**src/rtl/prog_counter_load_arbiter_pkg.sv**
```systemverilog
// Shared types and constants for the counter load-port arbiter.
package prog_counter_load_pkg;

    typedef enum logic [2:0] {
        ST_IDLE,
        ST_LOAD,
        ST_WAIT,
        ST_DRIVE,
        ST_DONE,
        ST_GAP
    } pcla_state_t;

    // Bit positions inside the counter's ui_in[2:0] control field
    localparam int CTRL_EN   = 0;
    localparam int CTRL_LOAD = 1;
    localparam int CTRL_OE   = 2;

    localparam int CAP_OFS_DEFAULT = 3;

endpackage

```
**src/rtl/prog_counter_load_arbiter_if.sv**
```systemverilog
// Requester-side bundle: level requests, packed load values, grant/done/busy.
interface prog_counter_load_arbiter_if #(parameter int NREQ = 2);
    logic [NREQ-1:0]       req_i;
    logic [NREQ-1:0][7:0]  data_i;
    logic [NREQ-1:0]       gnt_o;
    logic [NREQ-1:0]       done_o;
    logic                  busy_o;

    modport master (output req_i, data_i, input gnt_o, done_o, busy_o);
    modport slave  (input req_i, data_i, output gnt_o, done_o, busy_o);
endinterface

```
**src/rtl/prog_counter_load_arbiter_rr_arb.sv**
```systemverilog
// One-hot round-robin pick starting at ptr_q; pointer moves past the winner on adv.
module pcla_rr_arb
    import prog_counter_load_pkg::*;
#(
    parameter int NREQ = 2
) (
    input  logic            clk,
    input  logic            rst_n,
    input  logic [NREQ-1:0] req,
    input  logic            adv,
    output logic [NREQ-1:0] pick
);
    localparam int PW = (NREQ > 1) ? $clog2(NREQ) : 1;

    logic [PW-1:0] ptr_q, ptr_d;
    logic [PW-1:0] idx;
    logic [PW-1:0] win;
    logic          found;

    always_comb begin
        pick  = '0;
        win   = ptr_q;
        idx   = '0;
        found = 1'b0;
        for (int i = 0; i < NREQ; i++) begin
            idx = PW'((int'(ptr_q) + i) % NREQ);
            if (!found && req[idx]) begin
                found     = 1'b1;
                win       = idx;
                pick[idx] = 1'b1;
            end
        end
        ptr_d = (adv && found) ? PW'((int'(win) + 1) % NREQ) : ptr_q;
    end

    always_ff @(posedge clk or negedge rst_n) begin
        if (!rst_n) ptr_q <= '0;
        else        ptr_q <= ptr_d;
    end
endmodule

```
**src/rtl/prog_counter_load_arbiter.sv**
```systemverilog
// Shares the counter load port between NREQ requesters; drives uio only in the capture cycle.
// Optional readback compare enabled by PCLA_READBACK_EN (adds sticky err_o).
module prog_counter_load_arbiter
    import prog_counter_load_pkg::*;
#(
    parameter int NREQ    = 2,
    parameter int CAP_OFS = CAP_OFS_DEFAULT,
    parameter int GAP     = 1
) (
    input  logic        clk,
    input  logic        rst_n,
    input  logic        run_i,
    input  logic        drv_i,
    input  logic [7:0]  count_i,
    prog_counter_load_arbiter_if.slave req_if,
    output logic [2:0]  cnt_ctrl_o,
    output logic [7:0]  bus_out_o,
    output logic        bus_oe_o
`ifdef PCLA_READBACK_EN
    ,
    output logic        err_o
`endif
);
    localparam logic [7:0] WAIT_LAST = 8'(CAP_OFS - 2);
    localparam logic [7:0] GAP_LAST  = 8'(GAP - 1);

    pcla_state_t     state_q, state_d;
    logic [7:0]      cnt_q, cnt_d;
    logic [NREQ-1:0] win_q, win_d;
    logic [7:0]      bus_out_q, bus_out_d;
    logic            run_q, drv_q;
    logic [NREQ-1:0] pick;
    logic [7:0]      data_sel;
    logic            fire;

    // A new grant may issue from IDLE or from the last GAP cycle, keeping load spacing tight
    assign fire = (|req_if.req_i) &&
                  ((state_q == ST_IDLE) || (state_q == ST_GAP && cnt_q == GAP_LAST));

    pcla_rr_arb #(.NREQ(NREQ)) u_arb (
        .clk  (clk),
        .rst_n(rst_n),
        .req  (req_if.req_i),
        .adv  (fire),
        .pick (pick)
    );

    always_comb begin
        data_sel = '0;
        for (int i = 0; i < NREQ; i++)
            if (pick[i]) data_sel |= req_if.data_i[i];
    end

    always_ff @(posedge clk or negedge rst_n) begin
        if (!rst_n) begin
            state_q   <= ST_IDLE;
            cnt_q     <= '0;
            win_q     <= '0;
            bus_out_q <= '0;
            run_q     <= 1'b0;
            drv_q     <= 1'b0;
        end else begin
            state_q   <= state_d;
            cnt_q     <= cnt_d;
            win_q     <= win_d;
            bus_out_q <= bus_out_d;
            run_q     <= run_i;
            drv_q     <= drv_i;
        end
    end

    always_comb begin
        state_d   = state_q;
        cnt_d     = cnt_q;
        win_d     = win_q;
        bus_out_d = bus_out_q;
        if (fire) begin
            win_d     = pick;
            bus_out_d = data_sel;
        end
        case (state_q)
            ST_IDLE:  if (fire) state_d = ST_LOAD;
            ST_LOAD: begin
                cnt_d   = '0;
                state_d = (CAP_OFS > 1) ? ST_WAIT : ST_DRIVE;
            end
            ST_WAIT: begin
                if (cnt_q == WAIT_LAST) begin
                    cnt_d   = '0;
                    state_d = ST_DRIVE;
                end else begin
                    cnt_d = cnt_q + 8'd1;
                end
            end
            ST_DRIVE: state_d = ST_DONE;
            ST_DONE: begin
                cnt_d   = '0;
                state_d = (GAP > 0) ? ST_GAP : ST_IDLE;
            end
            ST_GAP: begin
                if (cnt_q == GAP_LAST) begin
                    cnt_d   = '0;
                    state_d = fire ? ST_LOAD : ST_IDLE;
                end else begin
                    cnt_d = cnt_q + 8'd1;
                end
            end
            default: state_d = ST_IDLE;
        endcase
    end

    always_comb begin
        cnt_ctrl_o           = '0;
        cnt_ctrl_o[CTRL_EN]  = run_q;
        cnt_ctrl_o[CTRL_OE]  = drv_q;
        bus_oe_o             = 1'b0;
        req_if.gnt_o         = '0;
        req_if.done_o        = '0;
        req_if.busy_o        = (state_q != ST_IDLE);
        case (state_q)
            ST_LOAD: begin
                cnt_ctrl_o[CTRL_LOAD] = 1'b1;
                req_if.gnt_o          = win_q;
            end
            ST_WAIT:  req_if.gnt_o = win_q;
            ST_DRIVE: begin
                req_if.gnt_o = win_q;
                bus_oe_o     = 1'b1;
            end
            ST_DONE:  req_if.done_o = win_q;
            default: ;
        endcase
    end

    assign bus_out_o = bus_out_q;

`ifdef PCLA_READBACK_EN
    logic err_q, err_d, en_drv_q, en_drv_d, mis;

    // Counter may already have counted once if enable was high while it captured
    always_comb begin
        mis = (state_q == ST_DONE) &&
              !((count_i == bus_out_q) || (en_drv_q && count_i == bus_out_q + 8'd1));
        err_d    = err_q | mis;
        en_drv_d = (state_q == ST_DRIVE) ? run_q : en_drv_q;
    end

    always_ff @(posedge clk or negedge rst_n) begin
        if (!rst_n) begin
            err_q    <= 1'b0;
            en_drv_q <= 1'b0;
        end else begin
            err_q    <= err_d;
            en_drv_q <= en_drv_d;
        end
    end

    assign err_o = err_q | mis;
`else
    logic unused_count;
    assign unused_count = ^count_i;
`endif
endmodule
```
**src/flat_wrapper.sv**
```systemverilog
// flat-port wrapper written by rule: the top's interface ports become plain ports
module prog_counter_load_arbiter_flat import prog_counter_load_pkg::*;
#(
    parameter int NREQ    = 2,
    parameter int CAP_OFS = CAP_OFS_DEFAULT,
    parameter int GAP     = 1
)
  (clk, rst_n, run_i, drv_i, count_i, cnt_ctrl_o, bus_out_o, bus_oe_o, req_if_req_i, req_if_data_i, req_if_gnt_o, req_if_done_o, req_if_busy_o);
  prog_counter_load_arbiter_if #(.NREQ(NREQ)) req_if_i ();
  input  logic clk;
  input  logic rst_n;
  input  logic run_i;
  input  logic drv_i;
  input  logic [7:0] count_i;
  output logic [2:0] cnt_ctrl_o;
  output logic [7:0] bus_out_o;
  output logic bus_oe_o;
  input wire logic [$bits(req_if_i.req_i)-1:0] req_if_req_i;
  input wire logic [$bits(req_if_i.data_i)-1:0] req_if_data_i;
  output wire logic [$bits(req_if_i.gnt_o)-1:0] req_if_gnt_o;
  output wire logic [$bits(req_if_i.done_o)-1:0] req_if_done_o;
  output wire logic [$bits(req_if_i.busy_o)-1:0] req_if_busy_o;
  assign req_if_i.req_i = req_if_req_i;
  assign req_if_i.data_i = req_if_data_i;
  assign req_if_gnt_o = req_if_i.gnt_o;
  assign req_if_done_o = req_if_i.done_o;
  assign req_if_busy_o = req_if_i.busy_o;
  prog_counter_load_arbiter #(.NREQ(NREQ), .CAP_OFS(CAP_OFS), .GAP(GAP)) u_core (.clk(clk), .rst_n(rst_n), .run_i(run_i), .drv_i(drv_i), .count_i(count_i), .req_if(req_if_i), .cnt_ctrl_o(cnt_ctrl_o), .bus_out_o(bus_out_o), .bus_oe_o(bus_oe_o));
endmodule
```
**config.mk**
```make
export PLATFORM = sky130hd
export DESIGN_NAME = prog_counter_load_arbiter_flat
export DESIGN_NICKNAME = d
export VERILOG_FILES = /design/src/rtl/prog_counter_load_arbiter_pkg.sv /design/src/rtl/prog_counter_load_arbiter_if.sv /design/src/rtl/prog_counter_load_arbiter_rr_arb.sv /design/src/rtl/prog_counter_load_arbiter.sv /design/src/flat_wrapper.sv
export SDC_FILE = /design/constraint.sdc
export NUM_CORES = 1
export LEC_CHECK = 0
export CAP_MARGIN = 30
export CORE_UTILIZATION = 44
export DETAILED_ROUTE_END_ITERATION = 8
export GPL_TIMING_DRIVEN = 0
export PLACE_DENSITY = 0.79
export SLEW_MARGIN = 0
export SYNTH_ARGS = -nofsm -noshare
export SYNTH_HDL_FRONTEND = slang
export SYNTH_HIERARCHICAL = 1
export SYNTH_SLANG_ARGS = --single-unit
```
**constraint.sdc**
```tcl
create_clock -name clk -period 2.75 [get_ports clk]
set_input_delay 0.825 -clock clk [delete_from_list [all_inputs] [get_ports clk]]
set_output_delay 0.825 -clock clk [all_outputs]
set_load 0.01 [all_outputs]
```
==> flow_metrics.env <==
export IMPL_hold_class="flip-flop to flip-flop"
export IMPL_finalWorstSetupSlack_ps=86.7
export IMPL_num_vias=1142
export IMPL_grt_max_degree=16
export IMPL_yosys_area_top_type="dfrtp_1"
export IMPL_detail_route_antenna_nets=0
export IMPL_gp_congestion=0.853
export IMPL_r2r_cells=7
export IMPL_synth_edf_count=0
export IMPL_worstHoldStart="u_core/bus_out_o[5]"
export IMPL_grt_setup_unrepaired="false"
export IMPL_grt_pass1_vias=1105
export IMPL_synth_most_common_cell="dfrtp_1"
export IMPL_synthFlopType="dfrtp_1"
export IMPL_reg2reg_from="u_core/cnt_q[0]"
export IMPL_yosysWarnings=6
export IMPL_status="finished, final reports clean"
export IMPL_synth_area_leaders="dfrtp_1, mux2_2, a22o_1"
export IMPL_layout_min_cycle_time_ps=2660
export IMPL_regArea_um2=601
export IMPL_dieArea_um2=3250
export IMPL_slowest_stage="clkdlybuf4s50_1"
export IMPL_dp_hpwl_um=2190
export IMPL_yosysSeqAreaShare=0.452
export IMPL_syn_avg_cell_area_um2=10.5
export IMPL_grt_use_total=0.189
export IMPL_synth_common_cells="dfrtp_1, mux2_2, nor2_1"
export IMPL_cellPowerDensity_nw_per_um2=966
export IMPL_core_area_um2=2810
export IMPL_portBuffers=38
export IMPL_final_nets=202
export IMPL_yosysUniqueCellTypes=36
export IMPL_fin_util=0.651
export IMPL_max_slew_margin_rel=0.587
export IMPL_ys_seq_elements=24
export IMPL_drcViolationCount=0
export IMPL_setup_viol_count_final=0
export IMPL_crit_fanout=10
export IMPL_p_leak_uw=0.000793
export IMPL_clkSinkCount=24
export IMPL_hold_violations=0
export IMPL_drive_above_1_share=0.179
export IMPL_fmax_mhz=375
export IMPL_syn_num_nets=160
export IMPL_worst_pin_slew_ps=616
export IMPL_postCtsHoldBufs=0
export IMPL_h_tree_depth=1
export IMPL_grt_overflow_total=0
export IMPL_fin_worst_skew_ps=1.71
export IMPL_firstDrtPassIters=4
export IMPL_viasPerCell=5.74
export IMPL_dieWidth_um=57.0
export IMPL_clk_path_buf_depth=2
export IMPL_num_rows=19
export IMPL_die_h_um=57.0
export IMPL_synthCells=127
export IMPL_synthArstFlopShare=1.00
export IMPL_numCtsBuffers=3
export IMPL_wl_um=2870
export IMPL_n_antenna_cell=0
export IMPL_tns_ps=0
export IMPL_syn_area_um2=1330
export IMPL_avgRoutedWirePerCell_um=14.4
export IMPL_final_max_slew_viol_count=0
export IMPL_pin_count=47
export IMPL_yosysTopAreaCellShare=0.452
export IMPL_critPathKind="flip-flop to primary output"
export IMPL_crit_start="u_core/state_q[2]"
export IMPL_arrival_ps=1840
export IMPL_dp_worst_setup_slack_ps=260
export IMPL_peakVddDrop_mv=0.501
export IMPL_num_fill_cells=226
export IMPL_start_util=0.474
export IMPL_worst_setup_path_start_kind="flip-flop"
export IMPL_slowest_delay_ps=540
export IMPL_required_ps=1930
export IMPL_syn_to_final_growth_pct=37.3
export IMPL_holdPathStages=1
export IMPL_post_route_period_util=0.968
export IMPL_grt_antenna_before_repair=0
export IMPL_maxCapViolations=0
export IMPL_cp_cell_sequence="or3_1 > clkdlybuf4s50_1"
export IMPL_clockRootBuffer="clkbuf_4"
export IMPL_end_kind="primary output"
export IMPL_clk_latency_ps=310
export IMPL_grt_pass1_wl_um=4860
export IMPL_drt_initial_drc_count=48
export IMPL_path_clk_slew_ps=130
export IMPL_cts_tree="done"
export IMPL_multiInputGateArea_um2=674
## placed cells by master, fill, tap and decap left out, types with 5 or more instances in the layout
master	n
clkdlybuf4s50_1	38
dfrtp_1	24
mux2_2	10
nor2_1	8
a22o_1	8
nand3_1	6
nand4_1	5
xor2_1	5
## registers in the layout (all words and copies together) (netlist names)
| name | cells |
|---|---|
| u_core/u_arb/ptr_q | 1 |
| u_core/drv_q | 1 |
| u_core/win_q | 2 |
| u_core/cnt_q | 8 |
| u_core/run_q | 1 |
| u_core/state_q | 3 |
| u_core/bus_out_o | 8 |
## metrics by stage
stage | hold WS [ps] | instance area [um^2] | total power [uW] | instances
2_1_floorplan | 475 | 1330 | 1140 | 127
3_3_place_gp | 489 | 1750 | 1460 | 196
3_5_place_dp | 496 | 1760 | 1500 | 197
4_1_cts | 526 | 1820 | 1770 | 200
5_1_grt | 547 | 1830 | 1890 | 199
6_report | 523 | 1830 | 1760 | 199
## final timing paths
path	to	slack [ps]
max reg2reg	u_core/bus_out_o[4]	450
min in group asynchronous	u_core/cnt_q[1]	830
max	req_if_busy_o	90
max in group asynchronous	u_core/bus_out_o[4]	1460
min	u_core/bus_out_o[5]	520
min reg2reg	u_core/bus_out_o[5]	520
## layer usage
metal / up-vias / wire [um] / track usage
met1: 552 / 1280 / 0.258
met4: 0 / 11 / 0.0592
met3: 2 / 175 / 0.0408
met2: 41 / 1400 / 0.301
met5: - / 0 / 0
li1: 547 / - / -
## worst max-delay path, delay by kind of cell, from the launching register on
family                 cells  cell delay, ps
buffers and inverters      1             540
AND/OR/NAND/NOR            1             500
flip-flops                 1             490
## timing repair
action	in CTS	in global routing
pin swaps	0	0
resized for setup	4	2
setup buffers	0	0
setup endpoints to repair	6	6
cloned	0	0
## report_power, final
| part | switching, uW | leakage [uW] | total (uW) | internal (uW) |
|---|---|---|---|---|
| Sequential | 105 | 0.000305 | 579 | 474 |
| Clock | 105 | 0.0000279 | 253 | 147 |
| Combinational | 439 | 0.000460 | 931 | 491 |
## kinds of logic (layout without fill, tap and decap cells)
logic type	after synthesis	in the layout	synth area share
AOI/OAI and AO/OA	27	27	0.148
adders and majority gates	3	3	0.0282
xor gates and xnor gates	5	5	0.0329
and+or+nand+nor	44	44	0.204
DFF	24	24	0.452
buffers and inverters	14	55	0.0508
muxes	10	10	0.0847
## layout make-up
class | instances | share of cell area
Clock inverter | 1 | 0.0164
Clock buffer | 3 | 0.0123
Tap cell | 31 | 0.0212
Sequential cell | 24 | 0.329
Inverter | 4 | 0.00822
Timing Repair Buffer | 39 | 0.217
Buffer | 8 | 0.0267
Multi-Input combinational cell | 89 | 0.369
Power figures use the tool's default switching activity.
